**config.mk**
```make
export PLATFORM = sky130hd
export DESIGN_NAME = char_motion
export DESIGN_NICKNAME = d
export VERILOG_FILES = /design/src/rtl/char_pkg.sv /design/src/rtl/jump_latch.sv /design/src/rtl/char_motion.sv
export SDC_FILE = /design/constraint.sdc
export NUM_CORES = 1
export LEC_CHECK = 0
export CELL_PAD_IN_SITES_DETAIL_PLACEMENT = 2
export CELL_PAD_IN_SITES_GLOBAL_PLACEMENT = 2
export CORE_UTILIZATION = 34
export CTS_CLUSTER_DIAMETER = 100
export DETAILED_ROUTE_END_ITERATION = 10
export HOLD_SLACK_MARGIN = 0.03
export PLACE_DENSITY = 0.88
export SETUP_SLACK_MARGIN = 0.3
export SKIP_LAST_GASP = 1
export SYNTH_ARGS = -nofsm -noshare
export SYNTH_HDL_FRONTEND = slang
export SYNTH_HIERARCHICAL = 1
export SYNTH_SLANG_ARGS = --single-unit
export TNS_END_PERCENT = 20
```
**constraint.sdc**
```tcl
create_clock -name sys_clk -period 4.3 [get_ports sys_clk]
set_input_delay 0.86 -clock sys_clk [delete_from_list [all_inputs] [get_ports sys_clk]]
set_output_delay 0.86 -clock sys_clk [all_outputs]
set_load 0.05 [all_outputs]
```
**src/rtl/char_pkg.sv**
```systemverilog
// Shared definitions for the character motion block: FSM encoding,
// velocity width and the default physics constants.
package char_pkg;

  typedef enum logic [1:0] {
    ST_IDLE = 2'd0,
    ST_WALK = 2'd1,
    ST_JUMP = 2'd2,
    ST_FALL = 2'd3
  } mstate_t;

  localparam int POS_W = 10;
  localparam int VY_W  = 8;

  localparam logic [POS_W-1:0] X_START_D  = 10'd32;
  localparam logic [POS_W-1:0] X_MAX_D    = 10'd928;
  localparam logic [POS_W-1:0] GROUND_Y_D = 10'd400;
  localparam int               WALK_V_D   = 2;
  localparam int               JUMP_V_D   = -12;
  localparam int               MAX_FALL_D = 8;

endpackage

```
**src/rtl/jump_latch.sv**
```systemverilog
// Captures rising edges of the jump button and holds them until the next
// frame tick consumes them, so short presses between frames are not lost.
module jump_latch (
  input  logic sys_clk,
  input  logic rst,
  input  logic btn_jump,
  input  logic consume,
  output logic pending
);

  logic r_btn_d;
  logic r_pending;

  // A button held through reset must not register as a fresh press afterwards.
  always_ff @(posedge sys_clk) begin
    if (rst) begin
      r_btn_d   <= btn_jump;
      r_pending <= 1'b0;
    end else begin
      r_btn_d <= btn_jump;
      if (btn_jump && !r_btn_d)
        r_pending <= 1'b1;
      else if (consume)
        r_pending <= 1'b0;
    end
  end

  assign pending = r_pending;

endmodule

```
**src/rtl/char_motion.sv**
```systemverilog
// Per-frame character physics: walking with edge clamping, jump/fall
// ballistics with saturated fall speed, and ground landing.
module char_motion
  import char_pkg::*;
#(
  parameter logic [9:0] X_START  = X_START_D,
  parameter logic [9:0] X_MAX    = X_MAX_D,
  parameter logic [9:0] GROUND_Y = GROUND_Y_D,
  parameter int         WALK_V   = WALK_V_D,
  parameter int         JUMP_V   = JUMP_V_D,
  parameter int         MAX_FALL = MAX_FALL_D
) (
  input  logic       sys_clk,
  input  logic       rst,
  input  logic       frame_tick,
  input  logic       btn_left,
  input  logic       btn_right,
  input  logic       btn_jump,
  output logic [9:0] char_X,
  output logic [9:0] char_Y,
  output logic       facing,
  output logic       on_ground,
  output logic [1:0] mstate
);

  localparam logic signed [11:0]   C_WALK   = 12'(WALK_V);
  localparam logic signed [11:0]   C_XMAX   = $signed({2'b00, X_MAX});
  localparam logic signed [11:0]   C_GROUND = $signed({2'b00, GROUND_Y});
  localparam logic signed [VY_W-1:0] C_JUMP = VY_W'(JUMP_V);
  localparam logic signed [VY_W:0] C_ONE    = (VY_W+1)'(1);
  localparam logic signed [VY_W:0] C_MAXF   = (VY_W+1)'(MAX_FALL);

  function automatic logic [9:0] clamp_x(input logic signed [11:0] v);
    if (v < 12'sd0)  return 10'd0;
    if (v > C_XMAX)  return X_MAX;
    return v[9:0];
  endfunction

  function automatic logic signed [VY_W-1:0] sat_fall(input logic signed [VY_W-1:0] v);
    logic signed [VY_W:0] inc;
    inc = $signed({v[VY_W-1], v}) + C_ONE;
    if (inc > C_MAXF) return C_MAXF[VY_W-1:0];
    return inc[VY_W-1:0];
  endfunction

  logic                   w_pending;
  mstate_t                r_state, w_state_nx;
  logic [9:0]             r_x, w_x_nx;
  logic [9:0]             r_y, w_y_nx;
  logic signed [VY_W-1:0] r_vy, w_vy_nx;
  logic                   r_facing, w_facing_nx;
  logic                   w_left_only, w_right_only, w_one_dir;
  logic signed [11:0]     w_x_ext, w_y_sum;
  logic signed [VY_W-1:0] w_vy_sat;

  jump_latch u_jump_latch (
    .sys_clk  (sys_clk),
    .rst      (rst),
    .btn_jump (btn_jump),
    .consume  (frame_tick),
    .pending  (w_pending)
  );

  assign w_left_only  = btn_left & ~btn_right;
  assign w_right_only = btn_right & ~btn_left;
  assign w_one_dir    = w_left_only | w_right_only;
  assign w_x_ext      = $signed({2'b00, r_x});
  assign w_y_sum      = $signed({2'b00, r_y}) + $signed({{(12-VY_W){r_vy[VY_W-1]}}, r_vy});
  assign w_vy_sat     = sat_fall(r_vy);

  always_ff @(posedge sys_clk) begin
    if (rst) begin
      r_state  <= ST_IDLE;
      r_x      <= X_START;
      r_y      <= GROUND_Y;
      r_vy     <= '0;
      r_facing <= 1'b1;
    end else begin
      r_state  <= w_state_nx;
      r_x      <= w_x_nx;
      r_y      <= w_y_nx;
      r_vy     <= w_vy_nx;
      r_facing <= w_facing_nx;
    end
  end

  always_comb begin
    w_state_nx  = r_state;
    w_x_nx      = r_x;
    w_y_nx      = r_y;
    w_vy_nx     = r_vy;
    w_facing_nx = r_facing;
    if (frame_tick) begin
      if (w_right_only) begin
        w_x_nx      = clamp_x(w_x_ext + C_WALK);
        w_facing_nx = 1'b1;
      end else if (w_left_only) begin
        w_x_nx      = clamp_x(w_x_ext - C_WALK);
        w_facing_nx = 1'b0;
      end
      // Pending jumps are consumed every tick; only ground states act on them.
      case (r_state)
        ST_IDLE, ST_WALK: begin
          if (w_pending) begin
            w_state_nx = ST_JUMP;
            w_vy_nx    = C_JUMP;
          end else begin
            w_state_nx = w_one_dir ? ST_WALK : ST_IDLE;
          end
        end
        ST_JUMP: begin
          if (w_y_sum < 12'sd0) begin
            w_y_nx     = 10'd0;
            w_vy_nx    = '0;
            w_state_nx = ST_FALL;
          end else begin
            w_y_nx  = w_y_sum[9:0];
            w_vy_nx = w_vy_sat;
            if (!w_vy_sat[VY_W-1]) w_state_nx = ST_FALL;
          end
        end
        default: begin
          if (w_y_sum >= C_GROUND) begin
            w_y_nx     = GROUND_Y;
            w_vy_nx    = '0;
            w_state_nx = w_one_dir ? ST_WALK : ST_IDLE;
          end else begin
            w_y_nx  = w_y_sum[9:0];
            w_vy_nx = w_vy_sat;
          end
        end
      endcase
    end
  end

  assign char_X    = r_x;
  assign char_Y    = r_y;
  assign facing    = r_facing;
  assign mstate    = r_state;
  assign on_ground = (r_state == ST_IDLE) || (r_state == ST_WALK);

endmodule

```
== After elaboration in Yosys (flattened, before gate mapping) ==
Index checks and enable logic that the tools add are counted.

* Register bits: 33
* Input port bits: 6

* Bitwise operators: 6
* Add/subtract/negate cells: 4
* Magnitude comparators: 7
* Muxes and demuxes: 46
* Reductions and logical operators: 12
* Equality and inequality tests: 4

{| class="wikitable"
|+ Operator list
! kind !! number
|-
| 2-to-1 mux 10 bit || 12
|-
| 2-to-1 mux 8 bit || 5
|-
| < comparator 11 x 1 -> 1 bit (second input constant) || 2
|-
| 2-to-1 mux 1 bit || 22
|-
| one-hot mux 10 bit (2 select lines) || 1
|-
| one-hot mux 8 bit (2 select lines) || 1
|-
| adder 11 x 8 -> 12 bit || 1
|-
| greater-or-equal comparator 12 x 10 -> 1 bit (second input constant) || 1
|-
| < comparator 12 x 1 -> 1 bit (second input constant) || 1
|-
| adder 10 x 2 -> 11 bit (second input constant) || 1
|-
| > comparator 11 x 10 -> 1 bit (second input constant) || 1
|-
| > comparator 11 bit (second input constant) || 1
|-
| subtractor 10 x 2 -> 11 bit (second input constant) || 1
|-
| adder 8 x 2 -> 9 bit (second input constant) || 1
|-
| > comparator 9 x 5 -> 1 bit (second input constant) || 1
|-
| 2-to-1 mux 2 bit || 4
|-
| AND reduction 2 bit || 3
|-
| one-hot mux 2 bit (2 select lines) || 1
|-
| nonzero test 2 bit || 2
|-
| != test 3 bit (second input constant) || 1
|-
| NOT 1 bit || 3
|-
| AND reduction 3 bit || 1
|-
| nonzero test 3 bit || 1
|-
| AND 1 bit || 2
|-
| 9 further kinds || 9
|}

== Logic depth before layout (Yosys ltp) ==
Gate-level depths: netlist of the first run.

* Depth after elaboration: 14
* Gate-level depth with buffers: 11
* Gate-level depth less buffers: 9

== By module ==
Netlist of the first run, hierarchy kept.

{| class="wikitable"
|+ Modules (own cells, without submodules)
! module !! times used !! area an instance (um2) !! sequential area each (um2) !! cells each
|-
| char_motion || 1 || 2,683.8 || 600.6 || 344
|-
| jump_latch || 1 || 61.3 || 40.0 || 5
|}

== Worst setup path after synthesis of the first run ==
Ideal clock, no wire load.

* Kind: flip-flop to flip-flop
* From: register r_y[0], in the netlist char_Y[0]
* To: register r_vy[0]
* Setup slack: 1,358 ps
* Arrival: 2,819 ps
* Period minus slack after synthesis: 2,942 ps
* Buffers on the path: 0
* Cell stages (with the launch flop): 10
* Cell sequence: dfxtp_1 > ha_1 > fa_1 > a211oi_2 > o31a_1 > o21ai_2 > xnor2_1 > o311ai_4 > a2111oi_2 > mux2_1

* Cells in the longest elaborated chain, start to end: 4

{| class="wikitable"
|+ RTL lines
! element !! RTL line !! RTL
|-
| start, declared || char_motion.sv:49 || <nowiki>logic [9:0] r_y, w_y_nx;</nowiki>
|-
| start signal, assigned || char_motion.sv:81 || <nowiki>r_y <= w_y_nx;</nowiki>
|-
| adder 11 x 8 -> 12 bit (*) || char_motion.sv:68 || <nowiki>assign w_y_sum = $signed({2'b00, r_y}) + $signed({{(12-VY_W){r_vy[VY_W-1]}}, r_vy});</nowiki>
|-
| greater-or-equal comparator 12 x 10 -> 1 bit / < comparator 12 x 1 -> 1 bit (equally long branches) || char_motion.sv:123, char_motion.sv:112 ||
|-
| 2-to-1 mux 8 bit, on equally long branches || char_motion.sv:123, char_motion.sv:112 ||
|-
| one-hot mux 8 bit (2 select lines) (*) || char_motion.sv:102 || <nowiki>case (r_state)</nowiki>
|-
| end signal, assigned || char_motion.sv:82 || <nowiki>r_vy <= w_vy_nx;</nowiki>
|-
| end, declared || char_motion.sv:50 || <nowiki>logic signed [VY_W-1:0] r_vy, w_vy_nx;</nowiki>
|}

Every way passes the cells marked *; elsewhere a longest branch is shown, timed or not.
A chain may end at the register's enable or synchronous reset.

== Final worst setup path of the first run ==
* From: register r_vy[0]
* To: register r_vy[0]

* Cells in the longest elaborated chain, start to end: 6

{| class="wikitable"
|+ RTL lines
! element !! RTL line !! RTL
|-
| adder 8 x 2 -> 9 bit || char_motion.sv:41 || <nowiki>inc = $signed({v[VY_W-1], v}) + C_ONE;</nowiki>
|-
| > comparator 9 x 5 -> 1 bit || char_motion.sv:42 || <nowiki>if (inc > C_MAXF) return C_MAXF[VY_W-1:0];</nowiki>
|-
| 2-to-1 mux 1 bit || char_motion.sv:42 ||
|-
| 2-to-1 mux 8 bit || char_motion.sv:43 || <nowiki>return inc[VY_W-1:0];</nowiki>
|-
| 2-to-1 mux 8 bit, on equally long branches || char_motion.sv:123, char_motion.sv:112 ||
|-
| one-hot mux 8 bit (2 select lines) (*) || char_motion.sv:102 ||
|}

Marked as above.

==> impl_metrics.csv, run 1 <==
group,metric,value,unit
run_status,outcome,"finished, final reports clean",
critical_path,critPathCaptureType,"flop",
synthesis,synthAdderAreaFrac,8.022,%
sta,tns,0,ns
power,power_density,277.2,nW/um^2
synthesis,synth_top_family_by_area,"compound AO/OA/AOI/OAI gates",
clock_network,clock_sinks,32,
die,die_w,91.86,um
critical_path,crit_family,"compound AO/OA/AOI/OAI gates",
final_layout,final_cell_mix,"nor2_1 (33), dfxtp_1 (32), a21oi_1 (28), clkdlybuf4s50_1 (28), nand2_1 (24)",
drt,drc,0,
synthesis,ys_ff_latch,32,
grt,grt_use_total,22.49,%
synthesis,ys_types,69,
grt,grt_use_met1,26.33,%
die,initial_core_util,35.34,%
final_layout,layout-drive-gt1-share,8.219,%
final_layout,nNetsFinal,387,
die,dieArea,8437,um^2
drt,first_iter_violations,64,
hold_path,min-delay-start,"u_jump_latch/r_btn_d",
critical_path,r2r_slack,1.12,ns
grt,overflow,0,
synthesis,synth-seq-area-share,23.34,%
synthesis,synth_flop_cell,"dfxtp_1",
clock_network,htreeDepth,2,
run,max_cap_viol_count,0,
grt,grt-busiest-layer,"met2",
critical_path,r2r_end,"r_vy[0]",
clock_network,postCtsHoldBufs,0,
critical_path,max_stage_delay,0.56,ns
synthesis,synth_warnings,6,
grt,grt_pass1_wl,15.27,mm
die,io_pins,30,
critical_path,crit_fanout,8,
critical_path,path_cells,"ha_1 > fa_1 > a211oi_2 > o31a_1 > o21ai_2 > xnor2_1 > o311ai_4 > a2111oi_2 > mux2_1",
synthesis,synthMuxAreaShare,0.8204,%
die,coreArea,7767,um^2
clock_network,numCtsBuffers,5,
power,leakage,1.229,nW
drt,drtAntennaViolNets,0,
final_layout,multi_input_area,1931,um^2
critical_path,worstPathArrival,3.37,ns
final_layout,num-fill-cells,892,
critical_path,slowest_stage,"o311ai_4",
final_layout,area_growth,14.18,%
hold_path,min_to,"u_jump_latch/pending",
final_layout,layout_commonest_cell,"nor2_1",
drt,totalWireLength,9.135,mm
sta,slew_headroom,46.03,%
die,num_rows,32,
sta,finalCritPeriodShare,74.06,%
critical_path,reg2reg_depth,9,
grt,grt_pass1_vias,3048,
clock_network,cts_tree,"built",
sta,max_freq,314.0,MHz
sta,worstMarginPinSlew,0.8065,ns
clock_network,clk_latency,0.29,ns
final_layout,stdcell_count,467,
synthesis,syn-num-nets,372,
sta,finalMaxSlewViolations,0,
power,irDropWorstVdd,0.1514,mV
synthesis,yosys.area_share.xor_xnor,4.148,%
sta,rsz0062_at_grt,"no",
synthesis,netlist_area,2745,um^2
synthesis,synthArstFlopShare,0,%
clock_network,cts.root.buffer_cell,"clkbuf_8",
critical_path,critPathLaunch,"r_vy[0]",
hold_path,hold_path_depth,2,
critical_path,cp_num_buf_inv,0,
critical_path,path_class,"reg2reg",
sta,finClkSkew,0.006112,ns
grt,grt_max_degree,18,
final_layout,seq_area,640.6,um^2
synthesis,synth_compound_area_share,37.15,%
clock_network,clkSlewWorstSetupHoldPaths,0.07,ns
drt,drt-vias-per-instance,5.979,
hold_path,hold_path.class,"reg2reg",
sta,setup-violations-final,0,
drt,wl_per_cell,19.56,um
place,place.gp.congestion,0.7650,
synthesis,synth-edff-count,0,
grt,grt_util_met3,2.819,%
place,dp.cells,459,
clock_network,clockBufferDepth,2,
die,fp.dieH,91.86,um
grt,antenna_found_initial,0,
place,dp.final_hpwl,6.741,mm
sta,period_needed,3.184,ns
sta,hold_viol,0,
grt,grt_use_met2,42.41,%
critical_path,startpoint_type,"flop",
place,port-buffer-count,28,
clock_network,post_cts_resized,0,
drt,first_pass_iters,4,
clock_network,postCtsSetupRepairBufs,0,
drt,num_vias,2792,
critical_path,rr_startpoint,"r_vy[0]",
final_layout,diodes,0,
critical_path,crit_required,4.48,ns
synthesis,synth-simple-area-share,20.05,%
synthesis,syn_inst,349,
synthesis,syn_avg_cell_area,7.866,um^2
[through the flow]
stage                     setup slack, ns  cell area [um^2]  total power, mW  utilization, %  hold slack (ns)
final                               1.116              3134           0.8688           40.35           0.5009
after global routing               0.9166              3134           0.9184           40.35           0.5397
after CTS                           1.101              3134           0.8771           40.35           0.5062
after detailed placement            1.089              3047           0.6332           39.22           0.4951
after global placement              1.223              3047           0.6202           39.22           0.4854
after floorplan                     1.358              2745           0.5566               -           0.4752
[worst max-delay path by stage]
stage | to | slack, ns | cells past startpoint
3_3_place_gp | char_X[3] | 1.22 | 8
6_report | r_vy[0] | 1.12 | 9
4_1_cts | r_vy[0] | 1.10 | 9
2_1_floorplan | r_vy[0] | 1.36 | 9
3_5_place_dp | char_X[3] | 1.09 | 9
5_1_grt | char_X[3] | 0.92 | 8
[metal layers]
layer	vias to the layer above	wire [um]
met5	-	0
met4	0	157
met3	15	143
met2	35	4820
met1	1403	4014
li1	1339	-
[power breakdown]
group / total, mW / leakage, nW / switching, mW / internal, mW
sequential: 0.349 / 0.261 / 0.0382 / 0.311
clock: 0.239 / 0.0479 / 0.126 / 0.113
combinational: 0.281 / 0.921 / 0.177 / 0.104
total: 0.869 / 1.23 / 0.341 / 0.528
[synth_stat cells, types with 3 or more instances]
library cell	number	share of area, %
clkbuf_1	14	1.9
o221a_2	5	2.1
o21a_1	3	0.82
nand4_1	3	0.68
buf_6	3	1.2
o22ai_1	3	0.68
nor3_1	9	1.6
inv_1	16	2.2
xnor2_1	10	3.2
o21ai_0	21	3.8
dfxtp_1	32	23
and3_1	5	1.1
xor2_1	3	0.96
nand2b_1	7	1.6
o211ai_1	6	1.6
a31oi_1	8	1.8
nand2_1	24	3.3
o211a_1	3	1.1
nand3_1	10	1.8
o31ai_1	6	1.6
nor3b_1	4	1.1
a211oi_1	6	1.6
a22o_1	9	2.9
a21oi_1	28	5.1
nor2_1	33	4.5
ha_1	16	7.3
a21o_1	5	1.4
nor2b_1	3	0.68
[worst reg2reg max path, delay by kind of cell, from the launching register on]
family	cells	cell delay, ns
xor+xnor	1	0.20
flops	1	0.35
mux	1	0.31
compound gates	5	1.51
fa+ha+maj	2	0.70
[kinds of logic (layout without fill, tap and decap cells)]
| logic type | after synthesis | count (layout) |
|---|---|---|
| other cells | 1 | 1 |
| buf+inv | 37 | 53 |
| xor+xnor | 13 | 13 |
| fa+ha+maj | 17 | 17 |
| flops | 32 | 32 |
| simple gates | 111 | 111 |
| compound gates | 136 | 136 |
| mux | 2 | 2 |
[layout make-up]
cell class	count	area share (%)
multi-input combinational	280	61.60
sequential	32	20.44
timing repair buffer	29	9.182
tap	102	4.072
clock buffer	5	2.196
inverter	16	1.916
clock inverter	3	0.5988
[state kept, by name, indices dropped and copies added, names as in the netlist]
register / flops
r_vy: 8
u_jump_latch/pending: 1
mstate: 2
facing: 1
char_X: 9
u_jump_latch/r_btn_d: 1
char_Y: 10
Power figures use the tool's default switching activity.
==> inputs of run 2 (changes only) <==
==> constraint.sdc (replaced) <==
create_clock -name sys_clk -period 3.1 [get_ports sys_clk]
set_input_delay 0.62 -clock sys_clk [delete_from_list [all_inputs] [get_ports sys_clk]]
set_output_delay 0.62 -clock sys_clk [all_outputs]
set_load 0.05 [all_outputs]
==> run 2 against run 1 <==
Against the previous run:
- worst setup slack lost 1.1 ns
- highest routed layer unchanged
- largest power group is now combinational logic
- non-clock buffer count grew 32
- first-iteration DRC count grew 120%
- sequential cell count is the same
- critical path depth grew 1
==> impl_metrics.csv, run 2 (synthesis gave the netlist of run 1 again) <==
group,metric,value,unit
sta,period_needed,3.066,ns
die,num_rows,32,
sta,finalCritPeriodShare,98.90,%
final_layout,stdcell_count,499,
die,initial_core_util,35.34,%
die,dieArea,8437,um^2
critical_path,crit_family,"compound AO/OA/AOI/OAI gates",
power,power_density,405.4,nW/um^2
sta,max_freq,326.2,MHz
drt,num_vias,3074,
grt,overflow,0,
drt,totalWireLength,12.65,mm
critical_path,crit_fanout,5,
clock_network,numCtsBuffers,5,
hold_path,min-delay-start,"facing",
drt,drc,0,
power,leakage,1.434,nW
critical_path,critPathLaunch,"r_vy[0]",
place,dp.final_hpwl,7.487,mm
critical_path,crit_required,3.28,ns
final_layout,num-fill-cells,857,
place,place.gp.congestion,0.7935,
die,die_w,91.86,um
sta,setup-violations-final,0,
critical_path,path_class,"reg2reg",
drt,first_pass_iters,4,
final_layout,diodes,0,
final_layout,layout_commonest_cell,"nor2_1",
grt,grt_pass1_vias,3370,
critical_path,worstPathArrival,3.25,ns
critical_path,max_stage_delay,0.55,ns
sta,hold_viol,0,
final_layout,area_growth,29.58,%
drt,drt-vias-per-instance,6.160,
die,fp.dieH,91.86,um
place,dp.cells,473,
final_layout,final_cell_mix,"nor2_1 (31), buf_4 (29), clkdlybuf4s50_1 (28), a21oi_1 (27), dfxtp_1 (25)",
critical_path,path_cells,"ha_4 > fa_2 > a211oi_4 > o31a_1 > o21ai_2 > xnor2_2 > buf_4 > o31ai_1 > o22ai_2 > o221a_2",
grt,grt_use_total,28.23,%
sta,hold_ws,0.5185,ns
sta,tns,0,ns
place,placed_area,3156,um^2
clock_network,clockBufferDepth,2,
clock_network,clock_sinks,32,
grt,antenna_found_initial,0,
sta,setup_slack,0.03419,ns
final_layout,layout-drive-gt1-share,21.41,%
place,place_ws,0.04638,ns
clock_network,clkSlewWorstSetupHoldPaths,0.08,ns
place,port-buffer-count,28,
drt,wl_per_cell,25.35,um
run,max_cap_viol_count,0,
final_layout,largest_register_ffs,10,
run_status,outcome,"finished, final reports clean",
power,irDropWorstVdd,0.2105,mV
grt,grt_pass1_wl,18.37,mm
die,coreArea,7767,um^2
sta,finalMaxSlewViolations,0,
sta,slew_headroom,56.84,%
drt,first_iter_violations,139,
clock_network,cts_tree,"built",
hold_path,hold_path.class,"reg2reg",
critical_path,cp_num_buf_inv,1,
final_layout,nNetsFinal,419,
die,io_pins,30,
critical_path,startpoint_type,"flop",
drt,drtAntennaViolNets,0,
grt,grt_max_degree,17,
clock_network,cts.root.buffer_cell,"clkbuf_8",
clock_network,htreeDepth,2,
critical_path,rr_startpoint,"r_vy[0]",
clock_network,clk_latency,0.30,ns
sta,worstMarginPinSlew,0.6407,ns
critical_path,slowest_stage,"o31ai_1",
critical_path,critPathCaptureType,"flop",
sta,rsz0062_at_grt,"yes",
sta,finClkSkew,0.01160,ns
final_layout,fin_area,3557,um^2
[run 2: changes by cell type in the layout (fill, tap and decap cells not counted), sizes merged]
| cell | before | now |
|---|---|---|
| clkinv | 3 | 0 |
| bufinv | 0 | 1 |
| clkbuf | 5 | 7 |
| buf | 1 | 33 |
[run 2: tightest hold or removal path, cell delays in order (launching register included)]
cell      delay, ns
dfxtp_1        0.32
nand2_1        0.06
o211ai_1       0.09
[run 2: path summary, 6_finish.rpt]
kind	slack [ns]	to	depth (start not counted)
max reg2reg	0.03	r_vy[4]	10
min	0.52	facing	2
max	0.03	r_vy[4]	10
min reg2reg	0.52	facing	2
[run 2: metal layers]
layer  wire length, um  global-route usage [%]
met2              6924                   54.85
met5                 0                       0
met4               527                   14.97
met3               264                   3.400
met1              4934                   29.09
[run 2: area by class of cell]
class / instances / area (um^2) / share of cell area [%]
repair buffers: 61 / 543.0 / 15.27
flip-flops and latches: 32 / 654.4 / 18.40
clock inverters: 1 / 30.03 / 0.8442
inverters: 16 / 60.06 / 1.688
well taps: 102 / 127.6 / 3.588
multi-input cells: 280 / 2046 / 57.51
clock buffers: 7 / 96.34 / 2.708
[run 2: through the flow]
step                total power [mW]  util (%)
floorplan                     0.7725         -
global placement              0.8787     40.63
detailed placement            0.9037     40.63
CTS                            1.385     43.98
global route                   1.485     45.80
finish                         1.442     45.80
[run 2: power by group]
part / leakage [nW] / switching, mW / internal, mW
clock: 0.0645 / 0.187 / 0.284
sequential: 0.265 / 0.0453 / 0.431
combinational: 1.11 / 0.305 / 0.189
[run 2: repair_timing]
action | CTS | global route
buffers inserted | 8 | 10
gates resized for setup | 17 | 17
pin swaps | 8 | 8
setup endpoints to repair | 21 | 25
hold buffers | 0 | 0
==> inputs of run 3 (changes only) <==
--- a/config.mk
+++ b/config.mk
@@ -8,6 +8,7 @@
 export CELL_PAD_IN_SITES_DETAIL_PLACEMENT = 2
 export CELL_PAD_IN_SITES_GLOBAL_PLACEMENT = 2
 export CORE_UTILIZATION = 34
+export CTS_BUF_LIST = sky130_fd_sc_hd__clkbuf_16
 export CTS_CLUSTER_DIAMETER = 100
 export DETAILED_ROUTE_END_ITERATION = 10
 export HOLD_SLACK_MARGIN = 0.03
==> run 3 against run 2 <==
Against the previous run:
- worst hold slack worse by 0.015 ns
- design area fell by 1.4%
- largest cell class unchanged
- total power up 6.0%
- clock skew down 0.0048 ns
- routed wire length down 7.3%
- die area did not move
- combinational power shrank 4.8%
- global-route usage fell by 1.7 points
- first-iteration DRC count is 15% lower
- register-to-register slack gained 0.23 ns
- critical path depth is 1 higher
==> impl_metrics.csv, run 3 (synthesis gave the netlist of run 1 again) <==
group,metric,value,unit
run_status,outcome,"finished, final reports clean",
final_layout,layout-drive-gt1-share,17.95,%
critical_path,crit_cells,11,
critical_path,crit_required,3.34,ns
power,switching_share,35.59,%
sta,setup-violations-final,0,
sta,tns,0,ns
critical_path,critPathCaptureType,"flop",
power,power.internal,0.9848,mW
drt,drc,0,
clock_network,numCtsBuffers,5,
critical_path,endpoint,"char_Y[1]",
clock_network,clkSlewWorstSetupHoldPaths,0.06,ns
critical_path,reg2reg_depth,11,
sta,finalCritPeriodShare,91.48,%
die,fp.dieH,91.86,um
sta,finalMaxSlewViolations,0,
sta,slew_headroom,61.90,%
power,power_switching,0.5441,mW
final_layout,largest_register_ffs,10,
critical_path,worstPathArrival,3.07,ns
critical_path,critPathLaunch,"char_Y[0]",
grt,antenna_found_initial,0,
critical_path,rr_startpoint,"char_Y[0]",
power,power_frac_comb,30.8,%
clock_network,postCtsHoldBufs,0,
run,max_cap_viol_count,0,
power,power_density,435.9,nW/um^2
final_layout,num-fill-cells,879,
die,num_rows,32,
clock_network,htreeDepth,2,
drt,drt-vias-per-instance,6.167,
critical_path,crit_fanout,4,
place,dp.cells,473,
critical_path,max_stage_delay,0.42,ns
place,place.gp.congestion,0.7935,
die,coreArea,7767,um^2
critical_path,r2r_end,"char_Y[1]",
sta,rsz0062_at_grt,"yes",
final_layout,seq_area,651.9,um^2
drt,first_pass_iters,4,
die,io_pins,30,
sta,max_freq,352.6,MHz
final_layout,layout_commonest_cell,"nor2_1",
final_layout,diodes,0,
final_layout,final_cell_mix,"nor2_1 (31), a21oi_1 (28), clkdlybuf4s50_1 (28), dfxtp_1 (27), nand2_1 (24)",
critical_path,slowest_stage,"fa_2",
final_layout,multi_input_area,2014,um^2
sta,finClkSkew,0.006814,ns
die,die_w,91.86,um
clock_network,clock_sinks,32,
die,dieArea,8437,um^2
power,irDropWorstVdd,0.2786,mV
final_layout,area_growth,27.76,%
power,leakage,1.406,nW
hold_path,hold_path.class,"reg2reg",
place,dp.final_hpwl,7.487,mm
critical_path,cp_num_buf_inv,2,
grt,grt_use_total,26.56,%
grt,grt_pass1_wl,17.44,mm
power,power_frac_clock,38.1,%
drt,wl_per_cell,23.84,um
drt,drtAntennaViolNets,0,
place,port-buffer-count,28,
drt,totalWireLength,11.73,mm
sta,period_needed,2.836,ns
critical_path,path_class,"reg2reg",
clock_network,cts_tree,"built",
final_layout,stdcell_count,492,
critical_path,r2r_slack,0.26,ns
final_layout,nNetsFinal,412,
die,initial_core_util,35.34,%
clock_network,cts.root.buffer_cell,"clkbuf_16",
clock_network,clockBufferDepth,2,
grt,overflow,0,
grt,grt_max_degree,17,
grt,grt_pass1_vias,3255,
sta,hold_viol,0,
power,sequentialPowerShare,31.1,%
critical_path,path_cells,"ha_4 > fa_2 > a211oi_4 > o31ai_2 > o211a_1 > a211oi_2 > o311ai_4 > buf_6 > a211oi_4 > buf_6 > a22o_1",
critical_path,startpoint_type,"flop",
drt,first_iter_violations,118,
critical_path,crit_family,"compound AO/OA/AOI/OAI gates",
sta,worstMarginPinSlew,0.5655,ns
drt,num_vias,3034,
clock_network,clk_latency,0.29,ns
run 3: timing repair:
item / CTS / global route
gates resized for setup: 9 / 16
buffers inserted: 5 / 6
pin swaps: 4 / 10
cloned: 0 / 0
setup endpoints to repair: 21 / 22
run 3: worst min-delay path by stage:
stage / start / endpoint / slack, ns / depth (start not counted)
after floorplan: u_jump_latch/r_btn_d / u_jump_latch/pending / 0.48 / 2
after global placement: char_Y[0] / char_Y[0] / 0.46 / 1
after detailed placement: facing / facing / 0.49 / 2
after global routing: u_jump_latch/r_btn_d / u_jump_latch/pending / 0.55 / 2
final: u_jump_latch/r_btn_d / u_jump_latch/pending / 0.50 / 2
after CTS: u_jump_latch/r_btn_d / u_jump_latch/pending / 0.51 / 2
run 3: layout make-up:
class,instances,area share (%)
flip-flops and latches,32,18.59
clock buffers,5,3.568
repair buffers,54,13.99
well taps,102,3.639
multi-input cells,280,57.44
clock inverters,3,1.070
inverters,16,1.712
run 3: power by group through the flow:
stage / clock (mW) / sequential, mW / combinational (mW)
after floorplan: 0 / 0.501 / 0.271
after global placement: 0 / 0.481 / 0.398
after CTS: 0.573 / 0.476 / 0.439
final: 0.582 / 0.476 / 0.471
after global routing: 0.609 / 0.479 / 0.502
after detailed placement: 0 / 0.483 / 0.420
run 3: routing by layer:
layer  part of all wire, %  wire length, um  track usage, %
met2                    52             6046           50.37
met3                   3.1              367           2.985
met1                    41             4781           28.62
met4                   4.6              534           13.80
met5                     0                0               0
run 3: per-stage QoR:
step | total power [mW] | util [%] | cell area (um^2) | setup slack (ns) | hold WS, ns
3_5_place_dp | 0.9037 | 40.63 | 3156 | 0.04638 | 0.4937
3_3_place_gp | 0.8787 | 40.63 | 3156 | 0.2229 | 0.4611
2_1_floorplan | 0.7725 | - | 2749 | 0.3032 | 0.4752
4_1_cts | 1.488 | 43.61 | 3387 | 0.3125 | 0.5117
6_report | 1.529 | 45.15 | 3507 | 0.2640 | 0.5035
5_1_grt | 1.590 | 45.15 | 3507 | 0.1114 | 0.5479
run 3: worst reg2reg max path, stage by stage, from the launching register on:
cell	delay (ns)
dfxtp_4	0.36
ha_4	0.17
fa_2	0.42
a211oi_4	0.29
o31ai_2	0.11
o211a_1	0.24
a211oi_2	0.29
o311ai_4	0.17
buf_6	0.16
a211oi_4	0.26
buf_6	0.16
a22o_1	0.15
